--- src/rtl/danmaku_pkg.sv ---
// Shared types and constants for the overlay pattern datapath.
package danmaku_pkg;

  typedef enum logic [1:0] {SHOW, FADE_OUT, FADE_IN} seq_state_t;

  localparam logic [8:0] LEVEL_MAX = 9'd256;

  localparam int unsigned RGBA_W = 32;
  localparam int unsigned R_OFS  = 24;
  localparam int unsigned G_OFS  = 16;
  localparam int unsigned B_OFS  = 8;
  localparam int unsigned A_OFS  = 0;

endpackage

--- src/rtl/frame_tick_gen.sv ---
// Frame-start detector: one-cycle registered pulse on the first cycle at the raster origin.
module frame_tick_gen #(
  parameter int unsigned CntW = 12
) (
  input  logic            pxlClk,
  input  logic            rst,
  input  logic [CntW-1:0] hcnt_i,
  input  logic [CntW-1:0] vcnt_i,
  output logic            frame_tick_o
);

  logic origin;
  logic origin_q;
  logic tick_q;

  assign origin = (hcnt_i == '0) && (vcnt_i == '0);

  // Only the rising edge of the origin condition counts, so a stalled raster ticks once.
  always_ff @(posedge pxlClk or negedge rst) begin
    if (!rst) begin
      origin_q <= 1'b0;
      tick_q   <= 1'b0;
    end else begin
      origin_q <= origin;
      tick_q   <= origin && !origin_q;
    end
  end

  assign frame_tick_o = tick_q;

endmodule

--- src/rtl/overlay_sequencer.sv ---
// Frame-synchronous overlay source scheduler: dwell, fade out, switch source, fade in.
module overlay_sequencer
  import danmaku_pkg::*;
#(
  parameter int unsigned NUM_SRC   = 4,
  parameter int unsigned FADE_STEP = 32,
  parameter int unsigned SEL_W     = $clog2(NUM_SRC)
) (
  input  logic                      pxlClk,
  input  logic                      rst,
  input  logic [11:0]               hcnt,
  input  logic [11:0]               vcnt,
  input  logic [RGBA_W*NUM_SRC-1:0] src_rgba,
  input  logic                      run,
  input  logic                      step,
  input  logic [15:0]               dwell_frames,
  output logic [7:0]                pixel_r_out,
  output logic [7:0]                pixel_g_out,
  output logic [7:0]                pixel_b_out,
  output logic [7:0]                pixel_a_out,
  output logic [SEL_W-1:0]          sel_out,
  output logic                      frame_tick,
  output logic                      busy
);

  localparam logic [9:0] StepW = 10'(FADE_STEP);

  seq_state_t       state_q, state_d;
  logic [SEL_W-1:0] sel_q, sel_d, sel_nxt;
  logic [8:0]       level_q, level_d, level_dn, level_up;
  logic [9:0]       level_up_sum;
  logic [15:0]      dwell_q, dwell_d, dwell_lim;
  logic [16:0]      dwell_inc;
  logic             pend_q, pend_d;
  logic             dwell_hit;

  logic [RGBA_W-1:0] src_word;
  logic [7:0]        a_scaled;
  logic [7:0]        pix_r_q, pix_g_q, pix_b_q, pix_a_q;

  frame_tick_gen #(
    .CntW(12)
  ) u_frame_tick_gen (
    .pxlClk      (pxlClk),
    .rst         (rst),
    .hcnt_i      (hcnt),
    .vcnt_i      (vcnt),
    .frame_tick_o(frame_tick)
  );

  always_comb begin
    dwell_lim    = (dwell_frames == 16'd0) ? 16'd1 : dwell_frames;
    dwell_inc    = {1'b0, dwell_q} + 17'd1;
    dwell_hit    = dwell_inc >= {1'b0, dwell_lim};
    level_dn     = ({1'b0, level_q} <= StepW) ? 9'd0 : level_q - StepW[8:0];
    level_up_sum = {1'b0, level_q} + StepW;
    level_up     = (level_up_sum >= {1'b0, LEVEL_MAX}) ? LEVEL_MAX : level_up_sum[8:0];
    sel_nxt      = (sel_q == SEL_W'(NUM_SRC - 1)) ? '0 : sel_q + SEL_W'(1);
  end

  always_comb begin
    state_d = state_q;
    sel_d   = sel_q;
    level_d = level_q;
    dwell_d = dwell_q;
    pend_d  = pend_q;
    if (state_q == SHOW && step) pend_d = 1'b1;
    // A step arriving on the advancing tick itself is honoured via the direct step term.
    if (frame_tick && run) begin
      case (state_q)
        SHOW: begin
          if (dwell_hit || pend_q || step) begin
            state_d = FADE_OUT;
            dwell_d = '0;
            pend_d  = 1'b0;
          end else begin
            dwell_d = dwell_inc[15:0];
          end
        end
        FADE_OUT: begin
          level_d = level_dn;
          if (level_dn == 9'd0) begin
            state_d = FADE_IN;
            sel_d   = sel_nxt;
          end
        end
        FADE_IN: begin
          level_d = level_up;
          if (level_up == LEVEL_MAX) state_d = SHOW;
        end
        default: state_d = SHOW;
      endcase
    end
  end

  always_ff @(posedge pxlClk or negedge rst) begin
    if (!rst) begin
      state_q <= SHOW;
      sel_q   <= '0;
      level_q <= LEVEL_MAX;
      dwell_q <= '0;
      pend_q  <= 1'b0;
    end else begin
      state_q <= state_d;
      sel_q   <= sel_d;
      level_q <= level_d;
      dwell_q <= dwell_d;
      pend_q  <= pend_d;
    end
  end

  // Product bits [15:8]; level 256 yields src_a exactly.
  always_comb begin
    src_word = src_rgba[RGBA_W*sel_q +: RGBA_W];
    a_scaled = 8'((17'(src_word[A_OFS +: 8]) * 17'(level_q)) >> 8);
  end

  always_ff @(posedge pxlClk or negedge rst) begin
    if (!rst) begin
      pix_r_q <= '0;
      pix_g_q <= '0;
      pix_b_q <= '0;
      pix_a_q <= '0;
    end else begin
      pix_r_q <= src_word[R_OFS +: 8];
      pix_g_q <= src_word[G_OFS +: 8];
      pix_b_q <= src_word[B_OFS +: 8];
      pix_a_q <= a_scaled;
    end
  end

  assign pixel_r_out = pix_r_q;
  assign pixel_g_out = pix_g_q;
  assign pixel_b_out = pix_b_q;
  assign pixel_a_out = pix_a_q;
  assign sel_out     = sel_q;
  assign busy        = (state_q != SHOW);

endmodule

--- config.mk ---
export PLATFORM = sky130hd
export DESIGN_NAME = overlay_sequencer
export DESIGN_NICKNAME = d
export VERILOG_FILES = /design/src/rtl/danmaku_pkg.sv /design/src/rtl/frame_tick_gen.sv /design/src/rtl/overlay_sequencer.sv
export SDC_FILE = /design/constraint.sdc
export NUM_CORES = 1
export LEC_CHECK = 0
export ABC_AREA = 1
export ABC_CLOCK_PERIOD_IN_PS = 4900
export CAP_MARGIN = 20
export CORE_MARGIN = 10
export CORE_UTILIZATION = 43
export CTS_BUF_LIST = sky130_fd_sc_hd__clkbuf_2
export CTS_CLUSTER_DIAMETER = 120
export CTS_CLUSTER_SIZE = 24
export DETAILED_ROUTE_END_ITERATION = 7
export GPL_ROUTABILITY_DRIVEN = 0
export PLACE_DENSITY = 0.87
export SYNTH_ARGS = -nofsm -noshare
export SYNTH_HDL_FRONTEND = slang
export SYNTH_SLANG_ARGS = --single-unit
export TNS_END_PERCENT = 100
--- constraint.sdc ---
create_clock -name pxlClk -period 4.9 [get_ports pxlClk]
set_input_delay 1.225 -clock pxlClk [delete_from_list [all_inputs] [get_ports pxlClk]]
set_output_delay 1.225 -clock pxlClk [all_outputs]
set_load 0.05 [all_outputs]
---- Yosys cells after proc, flatten, opt, wreduce, memory -nomap -nowiden ----
Index checks and enable logic that the tools add are counted.
storage, ports and cells
  word-level logic and storage cells ...... 59
  output and inout port bits .............. 36
  register bits ........................... 64
  bits of input ports ..................... 172
operators by class
  add/sub/neg operators ................... 4
  order comparisons ....................... 3
  equality and inequality tests ........... 7
  shift operators ......................... 1
  multiply operators ...................... 1
  muxes and demuxes ....................... 14
  reductions and logical operators ........ 18
operators by type and width
  kind                                                   number
  indexed part select 128 x 8 -> 32 bit                  1
  two-way mux 16 bit                                     2
  logical NOT 12 bit                                     2
  two-way mux 9 bit                                      2
  case mux 9 bit (2 select lines)                        1
  adder 16 x 1 -> 17 bit (second input constant)         1
  >= comparator 17 x 16 -> 1 bit                         1
  logical NOT 16 bit                                     1
  multiplier 8 x 9 -> 16 bit                             1
  adder 9 x 6 -> 10 bit (second input constant)          1
  >= comparator 10 x 9 -> 1 bit (second input constant)  1
  == test 9 bit (second input constant)                  1
  <= comparator 9 x 6 -> 1 bit (second input constant)   1
  logical NOT 9 bit                                      1
  subtractor 9 x 6 -> 9 bit (second input constant)      1
  two-way mux 2 bit                                      4
  case mux 2 bit (3 select lines)                        1
  == test 2 bit (second input constant)                  2
  logical AND 1 bit                                      4
  two-way mux 1 bit                                      4
  != test 2 bit (second input constant)                  2
  AND reduction 2 bit                                    2
  AND reduction 4 bit                                    1
  nonzero test 2 bit                                     2
  other kinds (7)                                        8

---- Logic depth before layout (Yosys ltp) ----
  depth after elaboration ................. 8
  depth in mapped cells ................... 26

---- Hierarchy ----
Synthesis repeated with hierarchy kept, for this count alone.
unflattened totals
  cells, all modules ...................... 890
  area total of the unflattened synthesis .. 6458.7 um^2
modules (own cells, without submodules)
  module             seq. area each (um^2)  cells each  times used  area an instance (um^2)
  overlay_sequencer  1552.7                 864         1           6317.3
  frame_tick_gen     50.0                   26          1           141.4

---- Worst setup path after synthesis ----
No wires, ideal clock.
  kind .................................... input to register
  from .................................... input port src_rgba[103]
  to ...................................... register pix_a_q[4] (netlist: pixel_a_out[4])
  data required time ...................... 4.783 ns
  setup slack ............................. -0.127 ns
  buffers on the path ..................... 0
  data arrival time ....................... 4.910 ns
  cell stages on the path ................. 23
  cell sequence ........................... nand2_1 -> nand3_1 -> nand2_1 -> inv_1 -> nand2_1 -> fa_1 -> fa_1 -> inv_1 -> fa_1 -> inv_1 -> fa_1 -> inv_1 -> ha_1 -> nand2_1 -> nor2_1 -> a211oi_1 -> o21ai_2 -> nand2_1 -> nand2_2 -> nand2_1 -> nand2_1 -> nand2_1 -> nand2_1
between the ends
  cells in the longest elaborated chain, start to end .. 2
RTL lines
  what                                   line                      RTL
  start, declared                        overlay_sequencer.sv:13   input logic [RGBA_W*NUM_SRC-1:0] src_rgba,
  indexed part select 128 x 8 -> 32 bit  overlay_sequencer.sv:114  src_word = src_rgba[RGBA_W*sel_q +: RGBA_W];
  multiplier 8 x 9 -> 16 bit             overlay_sequencer.sv:115  a_scaled = 8'((17'(src_word[A_OFS +: 8]) * 17'(level_q)) >> 8);
  net a_scaled[4]                        overlay_sequencer.sv:38   logic [7:0] a_scaled;
  end signal, assigned                   overlay_sequencer.sv:128  pix_a_q <= a_scaled;
  end, declared                          overlay_sequencer.sv:39   logic [7:0] pix_r_q, pix_g_q, pix_b_q, pix_a_q;
The timed path passes the listed nets, and every way through them passes these cells.
A chain may end at the register's enable or synchronous reset.

---- Final worst setup path ----
  from .................................... input port src_rgba[71]
  to ...................................... register pix_a_q[7] (netlist: pixel_a_out[7])
Same word-level chain as after synthesis.

==> metrics.csv <==
stage;metric;value;unit
power;combPwrFrac;0.589;
sta;setup_viol;0;
clock_tree;worstSkewPairLatency;0.57;ns
yosys;synth_seq_area_share;0.258;
sta;skew;0.0490;ns
final_layout;final_cell_area;9330;sq um
placed_design;placed_area;8830;sq um
final_layout;drive_gt1_frac;0.158;
floorplanning;die-area;19700;sq um
route;ant_nets;0;
yosys;synth.distinct_cells;40;
power;power_density;228;nW/um^2
flow_run;cap_viol_max_count;0;
placed_design;pre_cts_slack;-0.721;ns
floorplanning;die_w;140;um
global_routing;grt_pass1_vias;6733;
power;p_seq_frac;0.279;
clock_tree;holdBufCountCts;0;
clock_tree;cts_buffers;9;
route;met1_length;8.66;mm
power;power_switching;893;uW
final_layout;area.growth.synth_to_final;50.1;%
clock_tree;cts-root-buf;clkbuf_2;
power;swShare;0.419;
yosys;yosysWarnings;0;
clock_tree;cts_tree;done;
power;leakage;0.00462;uW
clock_tree;cts.sinks;64;
floorplanning;start_util;0.443;
floorplanning;boundaryPins;208;
clock_tree;htree_levels;3;
yosys;avgSynthCellArea;7.34;sq um
worst_setup_path;start_kind;input port;
power;power.total;2130;uW
floorplanning;row_count;43;
yosys;syn_inst;847;
global_routing;grt_max_degree;53;
worst_setup_path;worst-setup-path-type;input port to flip-flop;
sta;period_share;0.983;
final_layout;fin_nets;1364;
yosys;ys_ff_latch;64;
clock_tree;path_clk_slew;0.20;ns
status;status;complete, no violations;
route;wl;21.9;mm
route;drcViolationCount;0;
power;p_int;1240;uW
sta;period_needed;4.82;ns
sta;final-max-slew-violation-count;0;
route;wl_met3;2.06;mm
worst_setup_path;cp-end-kind;flip-flop;
global_routing;grtUsageTotal;0.207;
floorplanning;core_area;14000;sq um
sta;fin_ws;0.0836;ns
route;first_pass_iters;6;
min_path;hold_path.class;flip-flop to flip-flop;
floorplanning;die_y;140;um
yosys;netlist_area;6220;sq um
route;via_count;6751;
sta;final_hold_viol_count;0;
route;dr_wl_met2;10.7;mm
yosys;synth_fp_nets;1115;
power;ir_drop;312;uV
global_routing;grt_pass1_wl;33.3;mm
placed_design;portBuffers;207;
global_routing;overflow;0;
route;via_per_inst;5.27;
worst_setup_path;critPathArrivalTime;5.30;ns
route;dr.first_iter.drc_count;598;
route;top_layer;met4;
worst_setup_path;worstPathRequired;5.39;ns
placed_design;hpwlAfterDp;17.1;mm
route;wl_per_cell;17.1;um
sta;max_slew_margin;0.414;
sta;max_freq;0.208;GHz
sta;worst_pin_slew;0.879;ns
worst_setup_path;worstPathMaxFanout;5;
global_routing;antenna_found_initial;0;
final_layout;diodes;0;
clock_tree;clk_path_buf_depth;2;
final_layout;fill_cells;1111;
power;pwr-share-clk;0.133;
## sequential cells by signal (all words and copies together), names as in the netlist, 2 cells and up
name and count:
dwell_q 16, level_q 9, pixel_a_out 8, pixel_b_out 8, pixel_g_out 8, pixel_r_out 8
sel_out 2, state_q 2
## through the flow
| stage | hold slack, ns | TNS (ns) | utilization | instances |
|---|---|---|---|---|
| after detailed placement | 0.396 | -4.84 | 0.629 | 1258 |
| after floorplan | 0.378 | 0 | - | 847 |
| after global routing | 0.439 | -0.186 | 0.665 | 1281 |
| final | 0.410 | 0 | 0.665 | 1281 |
| after CTS | 0.416 | 0 | 0.637 | 1275 |
| after global placement | 0.388 | -4.03 | 0.629 | 1258 |
## kinds of logic (layout without fill, tap and decap cells)
group | after synthesis | in the layout | share of synthesized area
and+or+nand+nor | 380 | 380 | 0.261
DFF | 64 | 64 | 0.258
AOI/OAI and AO/OA | 125 | 125 | 0.111
adders and majority gates | 96 | 96 | 0.241
buffers and inverters | 163 | 417 | 0.101
xor gates and xnor gates | 19 | 19 | 0.0268
## synthesized netlist by cell type
library cell  instances  area (sq um)
xnor2_1               4          35.0
nor3_1                8          40.0
and2_0                1          6.26
nand3b_1              2          15.0
nor4_1               10          62.6
nor2_2                1          6.26
nor3_2                3          30.0
dfrtp_1              63          1580
o21ai_0              60           300
nor2_1              129           484
nand3_1              37           185
o21ai_1               3          15.0
nand2_4               2          22.5
nand4_1               8          50.1
clkinv_1              2          7.51
o211ai_1              1          7.51
xor2_1               15           131
nand2_1             169           634
fa_1                 40           801
nand3_2               4          40.0
buf_2                 3          15.0
a31oi_1               2          12.5
a41o_1                1          10.0
o21ai_2               1          8.76
buf_4                 2          15.0
inv_1               131           492
a21oi_1              19          95.1
o21bai_1              2          15.0
nor2_4                2          22.5
nand2_2               2          12.5
and2_1                1          6.26
or2_2                 1          6.26
a211oi_1              1          7.51
dfstp_2               1          26.3
a21o_1                1          7.51
buf_6                 1          11.3
clkbuf_1             19          71.3
o22ai_1              34           213
ha_1                 56           701
inv_2                 5          18.8
## worst max-delay path: stages
cell and delay, ns:
clkdlybuf4s50_1 0.45, nand2_1 0.07, nand3_2 0.11, nand2_4 0.08, buf_4 0.15, nor2_2 0.10, fa_1 0.44, fa_1 0.48
fa_1 0.55, inv_1 0.06, fa_1 0.54, inv_1 0.05, ha_2 0.34, buf_4 0.14, nand2_2 0.07, nor3_2 0.19
nand2_1 0.11, nand3b_1 0.10, nand2_1 0.06
## final cells by class
type / count / area (sq um) / share of cell area
clock buffer: 11 / 55.1 / 0.00590
clock inverter: 5 / 33.8 / 0.00362
inverter: 138 / 518 / 0.0555
multi-input combinational: 620 / 4350 / 0.466
sequential: 64 / 1600 / 0.172
tap: 180 / 225 / 0.0241
timing repair buffer: 263 / 2540 / 0.273
## path summary, 6_finish.rpt
check | from | endpoint | slack, ns | cells past startpoint
hold / removal | u_frame_tick_gen.origin_q$_DFF_PN0_ | u_frame_tick_gen.frame_tick_o$_DFF_PN0_ | 0.41 | 1
setup / recovery | src_rgba[71] | pixel_a_out[7]$_DFF_PN0_ | 0.08 | 19
hold reg to reg | u_frame_tick_gen.origin_q$_DFF_PN0_ | u_frame_tick_gen.frame_tick_o$_DFF_PN0_ | 0.41 | 1
max in group asynchronous | rst | level_q[8]$_DFFE_PN1P_ | 3.18 | 2
min in group asynchronous | rst | pixel_b_out[2]$_DFF_PN0_ | 0.72 | 1
setup reg to reg | sel_out[0]$_DFFE_PN0P_ | pixel_a_out[7]$_DFF_PN0_ | 0.24 | 20
## cells in the final DEF, fill, tap and decap left out, types with 6 or more instances in the layout
master	Yosys	routed
clkdlybuf4s50_1	0	191
nand2_1	169	149
o21ai_0	60	60
clkbuf_2	0	11
nor3_1	8	6
nand3_2	4	13
inv_2	5	17
ha_1	56	50
buf_4	2	51
nand4_1	8	8
nand3_1	37	23
inv_1	131	119
dlymetal6s2s_1	0	15
a21oi_1	19	15
dfrtp_1	63	62
nor2_2	1	14
nor4_1	10	10
nor2_1	129	112
o22ai_1	34	34
nor2_4	2	6
nand2_4	2	6
fa_1	40	38
xor2_1	15	15
nand2_2	2	17
## power groups by stage
stage | combinational (uW) | clock (uW) | sequential (uW)
final | 1250 | 283 | 595
after global routing | 1370 | 314 | 599
after CTS | 1180 | 291 | 595
after detailed placement | 1160 | 0 | 602
after global placement | 1140 | 0 | 604
after floorplan | 473 | 0 | 757
## routing by layer
metal,global-route usage,up-vias
li1,-,3211
met1,0.246,3199
met2,0.344,301
met3,0.0723,40
met4,0.0614,0
met5,0,-
## timing repair
action,CTS,global route
gates cloned,0,0
setup endpoints to repair,3,8
pin swaps,3,55
buffers inserted,1,6
resized for setup,3,100
Power figures use the tool's default switching activity.
